<file path="config.mk">
export PLATFORM = sky130hd
export DESIGN_NAME = cic_dec_ctrl_flat
export DESIGN_NICKNAME = d
export VERILOG_FILES = /design/src/rtl/cic_dec_ctrl_if.sv /design/src/rtl/cic_dec_ctrl.sv /design/src/flat_wrapper.sv
export SDC_FILE = /design/constraint.sdc
export NUM_CORES = 1
export LEC_CHECK = 0
export CAP_MARGIN = 15
export CORE_ASPECT_RATIO = 0.8
export CORE_UTILIZATION = 55
export CTS_BUF_LIST = sky130_fd_sc_hd__clkbuf_8
export CTS_CLUSTER_DIAMETER = 80
export DETAILED_ROUTE_END_ITERATION = 7
export PLACE_DENSITY = 0.82
export SLEW_MARGIN = 0
export SYNTH_ARGS = -nofsm -noshare
export SYNTH_HDL_FRONTEND = slang
export SYNTH_SLANG_ARGS = --single-unit
</file>
<file path="constraint.sdc">
create_clock -name clk -period 3 [get_ports clk]
set_clock_uncertainty 0.2 [all_clocks]
set_input_delay 0.6 -clock clk [delete_from_list [all_inputs] [get_ports clk]]
set_output_delay 0.6 -clock clk [all_outputs]
set_load 0.05 [all_outputs]
</file>
<file path="src/rtl/cic_dec_ctrl_if.sv">
// Sample/config handshake bundle between the CIC datapath side and the
// decimator sequencing controller.
interface cic_dec_ctrl_if #(
    parameter int RATIO_WIDTH = 5
);
    logic                   enable;
    logic [RATIO_WIDTH-1:0] cfg_ratio;
    logic                   cfg_load;
    logic                   in_valid;
    logic                   in_ready;
    logic                   integ_en;
    logic                   comb_en;
    logic [RATIO_WIDTH-1:0] dec_phase;
    logic                   out_valid;
    logic                   busy;
    logic                   cfg_err;

    modport master (
        output enable, cfg_ratio, cfg_load, in_valid,
        input  in_ready, integ_en, comb_en, dec_phase, out_valid, busy, cfg_err
    );

    modport slave (
        input  enable, cfg_ratio, cfg_load, in_valid,
        output in_ready, integ_en, comb_en, dec_phase, out_valid, busy, cfg_err
    );
endinterface

</file>
<file path="src/rtl/cic_dec_ctrl.sv">
// CIC decimator sequencer: integrator enables per accepted sample, comb enables
// once per R accepts, comb warm-up tracking and a frame-aligned ratio update.
module cic_dec_ctrl #(
    parameter int NUM_STAGES    = 3,
    parameter int RATIO_WIDTH   = 5,
    parameter int DEFAULT_RATIO = 4
) (
    input  logic            clk,
    input  logic            rst_n,
    cic_dec_ctrl_if.slave   bus
);
    localparam int WARM_W = $clog2(NUM_STAGES + 1);
    localparam logic [WARM_W-1:0]      WARM_MAX   = WARM_W'(NUM_STAGES);
    localparam logic [WARM_W-1:0]      WARM_LAST  = WARM_W'(NUM_STAGES - 1);
    localparam logic [RATIO_WIDTH-1:0] MIN_RATIO  = RATIO_WIDTH'(2);
    localparam logic [RATIO_WIDTH-1:0] RESET_RATIO = RATIO_WIDTH'(DEFAULT_RATIO);

    typedef enum logic [1:0] {
        IDLE   = 2'd0,
        WARMUP = 2'd1,
        RUN    = 2'd2
    } state_t;

    state_t                 state_reg, state_next;
    logic [RATIO_WIDTH-1:0] phase_reg, phase_next;
    logic [RATIO_WIDTH-1:0] shadow_reg, shadow_next;
    logic [RATIO_WIDTH-1:0] active_reg, active_next;
    logic [WARM_W-1:0]      warm_reg, warm_next;
    logic                   comb_en_reg, comb_en_next;
    logic                   comb_qual_reg, comb_qual_next;
    logic                   out_valid_reg, out_valid_next;
    logic                   busy_reg, busy_next;
    logic                   cfg_err_reg, cfg_err_next;

    logic in_ready;
    logic accept;
    logic warm_sat;
    logic last_of_frame;

    assign in_ready      = (state_reg != IDLE) && bus.enable;
    assign accept        = in_ready && bus.in_valid;
    assign warm_sat      = (warm_reg == WARM_MAX);
    // Active ratio is always >= 2, so R-1 cannot underflow.
    assign last_of_frame = (phase_reg == (active_reg - RATIO_WIDTH'(1)));

    always_ff @(posedge clk or negedge rst_n) begin
        if (!rst_n) begin
            state_reg     <= IDLE;
            phase_reg     <= '0;
            shadow_reg    <= RESET_RATIO;
            active_reg    <= RESET_RATIO;
            warm_reg      <= '0;
            comb_en_reg   <= 1'b0;
            comb_qual_reg <= 1'b0;
            out_valid_reg <= 1'b0;
            busy_reg      <= 1'b0;
            cfg_err_reg   <= 1'b0;
        end else begin
            state_reg     <= state_next;
            phase_reg     <= phase_next;
            shadow_reg    <= shadow_next;
            active_reg    <= active_next;
            warm_reg      <= warm_next;
            comb_en_reg   <= comb_en_next;
            comb_qual_reg <= comb_qual_next;
            out_valid_reg <= out_valid_next;
            busy_reg      <= busy_next;
            cfg_err_reg   <= cfg_err_next;
        end
    end

    always_comb begin
        state_next     = state_reg;
        phase_next     = phase_reg;
        shadow_next    = shadow_reg;
        active_next    = active_reg;
        warm_next      = warm_reg;
        comb_en_next   = 1'b0;
        comb_qual_next = 1'b0;
        out_valid_next = comb_en_reg && comb_qual_reg;
        cfg_err_next   = 1'b0;

        // Shadow write is independent of state; a same-cycle wrap still sees the old shadow.
        if (bus.cfg_load) begin
            if (bus.cfg_ratio < MIN_RATIO) begin
                cfg_err_next = 1'b1;
            end else begin
                shadow_next = bus.cfg_ratio;
            end
        end

        case (state_reg)
            IDLE: begin
                out_valid_next = 1'b0;
                if (bus.enable) begin
                    state_next  = WARMUP;
                    active_next = shadow_reg;
                    phase_next  = '0;
                    warm_next   = '0;
                end
            end
            WARMUP, RUN: begin
                if (!bus.enable) begin
                    state_next     = IDLE;
                    phase_next     = '0;
                    warm_next      = '0;
                    out_valid_next = 1'b0;
                end else if (accept) begin
                    if (last_of_frame) begin
                        phase_next     = '0;
                        comb_en_next   = 1'b1;
                        comb_qual_next = warm_sat;
                        active_next    = shadow_reg;
                        if (!warm_sat) begin
                            warm_next = warm_reg + WARM_W'(1);
                        end
                        if ((state_reg == WARMUP) && (warm_reg == WARM_LAST)) begin
                            state_next = RUN;
                        end
                    end else begin
                        phase_next = phase_reg + RATIO_WIDTH'(1);
                    end
                end
            end
            default: begin
                state_next = IDLE;
                phase_next = '0;
                warm_next  = '0;
            end
        endcase

        busy_next = (state_next != IDLE);
    end

    assign bus.in_ready  = in_ready;
    assign bus.integ_en  = accept;
    assign bus.comb_en   = comb_en_reg;
    assign bus.dec_phase = phase_reg;
    assign bus.out_valid = out_valid_reg;
    assign bus.busy      = busy_reg;
    assign bus.cfg_err   = cfg_err_reg;

endmodule

</file>
<file path="src/flat_wrapper.sv">
// flat-port wrapper written by rule: the top's interface ports become plain ports
module cic_dec_ctrl_flat 
#(
    parameter int NUM_STAGES    = 3,
    parameter int RATIO_WIDTH   = 5,
    parameter int DEFAULT_RATIO = 4
)
  (clk, rst_n, bus_enable, bus_cfg_ratio, bus_cfg_load, bus_in_valid, bus_in_ready, bus_integ_en, bus_comb_en, bus_dec_phase, bus_out_valid, bus_busy, bus_cfg_err);
  cic_dec_ctrl_if #(.RATIO_WIDTH(RATIO_WIDTH)) bus_i ();
  input  logic clk;
  input  logic rst_n;
  input wire logic [$bits(bus_i.enable)-1:0] bus_enable;
  input wire logic [$bits(bus_i.cfg_ratio)-1:0] bus_cfg_ratio;
  input wire logic [$bits(bus_i.cfg_load)-1:0] bus_cfg_load;
  input wire logic [$bits(bus_i.in_valid)-1:0] bus_in_valid;
  output wire logic [$bits(bus_i.in_ready)-1:0] bus_in_ready;
  output wire logic [$bits(bus_i.integ_en)-1:0] bus_integ_en;
  output wire logic [$bits(bus_i.comb_en)-1:0] bus_comb_en;
  output wire logic [$bits(bus_i.dec_phase)-1:0] bus_dec_phase;
  output wire logic [$bits(bus_i.out_valid)-1:0] bus_out_valid;
  output wire logic [$bits(bus_i.busy)-1:0] bus_busy;
  output wire logic [$bits(bus_i.cfg_err)-1:0] bus_cfg_err;
  assign bus_i.enable = bus_enable;
  assign bus_i.cfg_ratio = bus_cfg_ratio;
  assign bus_i.cfg_load = bus_cfg_load;
  assign bus_i.in_valid = bus_in_valid;
  assign bus_in_ready = bus_i.in_ready;
  assign bus_integ_en = bus_i.integ_en;
  assign bus_comb_en = bus_i.comb_en;
  assign bus_dec_phase = bus_i.dec_phase;
  assign bus_out_valid = bus_i.out_valid;
  assign bus_busy = bus_i.busy;
  assign bus_cfg_err = bus_i.cfg_err;
  cic_dec_ctrl #(.NUM_STAGES(NUM_STAGES), .RATIO_WIDTH(RATIO_WIDTH), .DEFAULT_RATIO(DEFAULT_RATIO)) u_core (.clk(clk), .rst_n(rst_n), .bus(bus_i));
endmodule
</file>
==> impl_metrics.csv, run 1 <==
group,metric,value,unit
yosys,synth-main-ff-cell,"dfrtp_1",
place,place_hpwl,2008,microns
sta,finalHoldViolations,0,
sta,max_freq,372.8,MHz
critical_path,ff2ff_path_depth,8,
route,wirelength,2677,microns
route,routedWlPerCell,15.39,microns
global_routing,grt_pass1_vias,952,
critical_path,r2r-end,"u_core.state_reg[0]",
route,vias,1049,
clock_tree,ctsHoldBuffers,0,
clock_tree,htreeDepth,1,
clock_tree,clk_pin_slew_worst_paths,0.08,ns
power_and_ir_drop,p_leak,0.7077,nW
outcome,outcome,"finished, final reports clean",
global_routing,use_met2,36.90,%
global_routing,track_usage,23.18,%
critical_path,required,2.20,ns
power_and_ir_drop,power_density,793.1,mW/mm^2
critical_path,endpoint_kind,"output pin",
critical_path,crit_type,"input pin to output pin",
critical_path,critPathLaunchType,"input pin",
yosys,synth_seq_cells,24,
final_layout,nFillCells,154,
sta,maxSlewViolCount,0,
power_and_ir_drop,peakVddDrop,0.5077,mV
sta,min_period,2.683,ns
sta,setup_tns,0,ns
critical_path,ff2ff_setup_slack,0.35,ns
route,ant_nets,0,
global_routing,met3_usage,5.682,%
floorplan,row_count,15,
global_routing,grt_antenna_before_repair,0,
worst_hold_path,worstHoldEndpoint,"u_core.bus.out_valid",
place,dp.cells,170,
route,dr.first_iter.drc_count,19,
clock_tree,cts_tree,"yes",
floorplan,initial_core_util,59.32,%
clock_tree,clkLatencyLatePin,0.27,ns
clock_tree,cts_resized,0,
clock_tree,cts_buffer_depth,2,
sta,setup_ws,0.3172,ns
job,cap_violations,0,
critical_path,crit_fanout,6,
final_layout,final_cell_count_no_fill,174,
power_and_ir_drop,p_sw,0.5056,mW
route,drc,0,
place,dpl_cell_area,0.001556,sq mm
final_layout,drive_gt1_share,12.75,%
sta,setup_viol,0,
sta,slew_headroom,67.15,%
sta,worstMarginPinSlew,0.4912,ns
power_and_ir_drop,clkPwrFrac,17.2,%
power_and_ir_drop,p_comb_share,45.7,%
yosys,synth_nets,143,
clock_tree,clockRootBuffer,"clkbuf_8",
route,firstDrtPassIters,4,
clock_tree,cts_buffers,3,
place,pre_cts_ws,0.2898,ns
final_layout,syn_to_final_growth,23.73,%
final_layout,num_antenna_cells,0,
floorplan,die_w,56.41,microns
yosys,synth_warnings,0,
yosys,synth-async-reset-ratio,100.0,%
power_and_ir_drop,internal_power,0.7726,mW
clock_tree,clkSinkCount,24,
critical_path,worst_ep_arrival_time,1.88,ns
worst_hold_path,whs_path_depth,1,
final_layout,nets,167,
worst_hold_path,min_from,"u_core.comb_qual_reg",
power_and_ir_drop,seqPwrFrac,37.1,%
route,vias_per_cell,6.029,
yosys,synth.cell_area,0.001302,sq mm
global_routing,grt.busiest_layer,"met2",
floorplan,io_pins,21,
sta,rsz0062_at_grt,"false",
place,gp_congestion,0.9472,
global_routing,grt.overflow.total,0,
yosys,synth-seq-area-share,46.30,%
global_routing,global_route.usage.met1,31.07,%
floorplan,die-area,0.002568,sq mm
final_layout,fin_area,0.001612,sq mm
global_routing,grt_pass1_wl,4436,microns
floorplan,die_y,45.53,microns
yosys,syn_avg_cell_area,10.34,sq um
yosys,synth_edf_count,0,
global_routing,grt_max_degree,25,
floorplan,core,0.002196,sq mm
worst_hold_path,hold_path_class,"flop to flop",
yosys,synth_cell_types,38,
sta,fin_crit_sh,89.43,%
critical_path,reg2reg_from,"u_core.active_reg[0]",
place,io_buffer_count,20,
clock_tree,cts_setup_buffers,0,
power_and_ir_drop,swShare,39.56,%
yosys,synth_cells,126,
[stage by stage]
stage | util, % | total power, mW | hold WS [ns]
2_1_floorplan | - | 0.8916 | 0.1044
3_3_place_gp | 70.88 | 1.025 | 0.2622
3_5_place_dp | 70.88 | 1.064 | 0.2655
4_1_cts | 73.39 | 1.282 | 0.2842
5_1_grt | 73.39 | 1.357 | 0.3076
6_report | 73.39 | 1.278 | 0.2839
[cell usage after synthesis, drive strengths merged (2+ instances only)]
master	n	area share, %
xnor2	4	2.7
nand2b	2	0.96
a22o	4	2.7
nor2	2	0.58
o22ai	2	0.96
a21oi	3	1.2
nand2	11	3.2
clkbuf	2	0.58
dfrtp	22	42
ha	7	6.7
inv	11	3.2
or3	5	2.4
o21ai	7	2.7
nand3	5	1.9
mux2	6	5.2
nor3	4	1.5
o211ai	2	1.2
a31oi	3	1.4
nand3b	2	1.2
dfstp	2	4.0
xor2	2	1.3
and2	2	0.96
[kinds of logic (layout without fill, tap and decap cells)]
family	count (synthesis)	after routing	synth area share, %
AO/OA/AOI/OAI	30	30	17.39
buffers and inverters	14	37	4.131
AND/OR/NAND/NOR	39	39	16.23
adder cells (fa/ha/maj)	7	7	6.724
multiplexers	6	6	5.187
flip-flops	24	24	46.30
XOR/XNOR	6	6	4.035
[critical path, stage by stage]
cell and delay, ns:
clkdlybuf4s50_1 0.54, inv_1 0.12, nor2_1 0.24, nand2_1 0.12, inv_1 0.11, buf_12 0.14
[per-layer routing]
layer	share of wire [%]	wire length (microns)
met1	47	1255
met2	47	1253
met3	5.0	135
met4	1.2	32
met5	0	0
[power groups by stage]
stage	Combinational [mW]	Sequential (mW)	Clock (mW)
floorplan	0.382	0.510	0
global placement	0.555	0.470	0
detailed placement	0.584	0.480	0
CTS	0.587	0.474	0.222
global route	0.636	0.486	0.235
finish	0.584	0.475	0.219
[layout make-up]
class / count / area [sq um] / area share (%)
sequential: 24 / 603.1 / 37.42
multi-input combinational: 88 / 645.6 / 40.06
clock buffer: 4 / 55.05 / 3.416
inverter: 11 / 41.29 / 2.562
tap: 25 / 31.28 / 1.941
timing repair buffer: 22 / 235.2 / 14.60
[placed cells by master (no fill, tap or decap), types with 2 or more instances in the layout]
cell	n
a22o_1	4
o21ai_0	7
and2_1	2
ha_1	7
clkbuf_8	4
nand2_1	11
buf_4	2
nand2b_1	2
a31oi_1	3
xor2_1	2
o211ai_1	2
clkdlybuf4s50_1	18
nor3_1	4
buf_12	2
dfrtp_1	22
xnor2_1	4
a21oi_1	3
nand3b_1	2
o22ai_1	2
mux2_2	6
nor2_1	2
nand3_1	5
or3_1	5
dfstp_2	2
inv_1	11
[how the worst max path moves through the flow]
stage	slack, ns	cells after the start	startpoint	endpoint
final	0.32	6	bus_enable	bus_integ_en
after global routing	0.22	8	u_core.active_reg[0]	u_core.state_reg[0]
after detailed placement	0.29	6	bus_enable	u_core.active_reg[3]
after CTS	0.31	6	bus_enable	bus_integ_en
after floorplan	0.27	5	u_core.state_reg[0]	bus_integ_en
after global placement	0.36	6	bus_enable	bus_integ_en
Note: power is estimated with default switching activity, not from simulation.
==> run 2, diff against run 1 <==
--- a/config.mk
+++ b/config.mk
@@ -16,3 +16,4 @@
 export SYNTH_ARGS = -nofsm -noshare
 export SYNTH_HDL_FRONTEND = slang
 export SYNTH_SLANG_ARGS = --single-unit
+export TNS_END_PERCENT = 5
==> results of run 2 <==
Same layout as run 1: the final DEF is identical, and so are final timing and power.
==> run 3, diff against run 2 <==
--- a/config.mk
+++ b/config.mk
@@ -7,6 +7,7 @@
 export LEC_CHECK = 0
 export CAP_MARGIN = 15
 export CORE_ASPECT_RATIO = 0.8
+export CORE_MARGIN = 2
 export CORE_UTILIZATION = 55
 export CTS_BUF_LIST = sky130_fd_sc_hd__clkbuf_8
 export CTS_CLUSTER_DIAMETER = 80
==> constraint.sdc (replaced) <==
create_clock -name clk -period 2.77 [get_ports clk]
set_clock_uncertainty 0.2 [all_clocks]
set_input_delay 0.554 -clock clk [delete_from_list [all_inputs] [get_ports clk]]
set_output_delay 0.554 -clock clk [all_outputs]
set_load 0.05 [all_outputs]
==> run 3 against run 2 <==
  * Critical path type is now flop to flop
  * Wire length grew 3.4%
  * Via count is essentially flat
  * First-iteration DRC count grew to 2.8 times the previous value
==> impl_metrics.csv, run 3 (synthesis results as in run 1) <==
group,metric,value,unit
outcome,outcome,"finished, final reports clean",
sta,slew_headroom,66.48,%
sta,fin_crit_sh,92.66,%
global_routing,grt.overflow.total,0,
final_layout,drive_gt1_share,13.33,%
route,drc,0,
final_layout,nFillCells,147,
clock_tree,clk_pin_slew_worst_paths,0.08,ns
clock_tree,clockRootBuffer,"clkbuf_8",
clock_tree,cts_setup_buffers,0,
final_layout,num_antenna_cells,0,
final_layout,post-route-util,73.45,%
critical_path,required,2.72,ns
power_and_ir_drop,peakVddDrop,0.6845,mV
final_layout,nets,169,
critical_path,ff2ff_path_depth,7,
floorplan,initial_core_util,59.32,%
power_and_ir_drop,p_leak,0.7106,nW
route,routedWlPerCell,15.82,microns
final_layout,final_common_cell,"dfrtp_1",
place,place_hpwl,2128,microns
clock_tree,htreeDepth,1,
floorplan,io_pins,21,
power_and_ir_drop,power_density,844.0,mW/mm^2
sta,maxSlewViolCount,0,
floorplan,die_y,47.53,microns
route,vias_per_cell,6.000,
route,ant_nets,0,
final_layout,syn_to_final_growth,23.82,%
critical_path,critPathLaunchType,"flop",
critical_path,crit_type,"flop to flop",
sta,setup_tns,0,ns
worst_hold_path,whs_path_depth,1,
clock_tree,cts_buffer_depth,2,
global_routing,grt_pass1_vias,1002,
clock_tree,clkSinkCount,24,
sta,min_period,2.567,ns
place,dp.cells,172,
sta,rsz0062_at_grt,"false",
floorplan,row_count,15,
clock_tree,cts_tree,"yes",
global_routing,grt_pass1_wl,4491,microns
place,gp_congestion,0.8329,
sta,hold_ws,0.2925,ns
clock_tree,clkLatencyLatePin,0.26,ns
clock_tree,cts_buffers,3,
floorplan,die-area,0.002776,sq mm
route,wirelength,2769,microns
route,dr.first_iter.drc_count,53,
final_layout,final_cell_count_no_fill,175,
route,firstDrtPassIters,4,
global_routing,grt_antenna_before_repair,0,
floorplan,core,0.002196,sq mm
critical_path,worst_ep_arrival_time,2.52,ns
worst_hold_path,hold_path_class,"flop to flop",
final_layout,final_cell_mix,"22 x dfrtp_1, 18 x clkdlybuf4s50_1, 11 x inv_1, 11 x nand2_1",
clock_tree,ctsHoldBuffers,0,
floorplan,die_w,58.41,microns
clock_tree,cts_resized,0,
global_routing,track_usage,21.96,%
critical_path,crit_fanout,6,
power_and_ir_drop,power,1.361,mW
route,vias,1050,
sta,setup_viol,0,
sta,finalHoldViolations,0,
sta,max_freq,389.6,MHz
global_routing,grt_max_degree,25,
sta,worstMarginPinSlew,0.5013,ns
critical_path,endpoint_kind,"flop",
place,io_buffer_count,20,
job,cap_violations,0,
[run 3: final timing paths]
check	to	slack [ns]	from
hold reg to reg	u_core.bus.out_valid	0.29	u_core.comb_qual_reg
max in group asynchronous	u_core.shadow_reg[2]	1.64	rst_n
hold / removal	u_core.bus.out_valid	0.29	u_core.comb_qual_reg
setup reg to reg	u_core.active_reg[1]	0.20	u_core.active_reg[0]
min in group asynchronous	u_core.bus.out_valid	0.43	rst_n
setup / recovery	u_core.active_reg[1]	0.20	u_core.active_reg[0]
[run 3: worst max-delay path, stage by stage, from the launching register on]
cell	delay, ns
dfrtp_1	0.42
inv_1	0.07
ha_1	0.22
and4bb_2	0.25
o211ai_1	0.08
a311o_1	0.44
o32ai_4	0.39
mux2_2	0.39
[run 3: layout make-up]
class / count / area, sq um / share of cell area (%)
inverter: 11 / 41.29 / 2.560
sequential: 24 / 603.1 / 37.39
clock buffer: 3 / 41.29 / 2.560
timing repair buffer: 24 / 250.2 / 15.52
tap: 25 / 31.28 / 1.939
multi-input combinational: 88 / 645.6 / 40.03
[run 3: power breakdown]
group / internal [mW] / total (mW) / switching [mW] / leakage [nW]
clock: 0.0970 / 0.197 / 0.100 / 0.0216
combinational: 0.294 / 0.650 / 0.356 / 0.381
sequential: 0.430 / 0.514 / 0.0847 / 0.308
[run 3: metal layers]
layer	routed length (microns)	up-vias	track usage [%]	part of all wire [%]
li1	-	502	-	-
met1	1265	504	27.69	46
met2	1346	42	38.65	49
met3	142	2	5.405	5.1
met4	14	0	6.047	0.51
met5	0	-	0	0
[run 3: through the flow]
stage	instance area, sq um	setup slack (ns)
floorplan	1303	0.08476
global placement	1572	0.2784
detailed placement	1572	0.2088
CTS	1613	0.1921
global route	1613	0.1007
finish	1613	0.2033
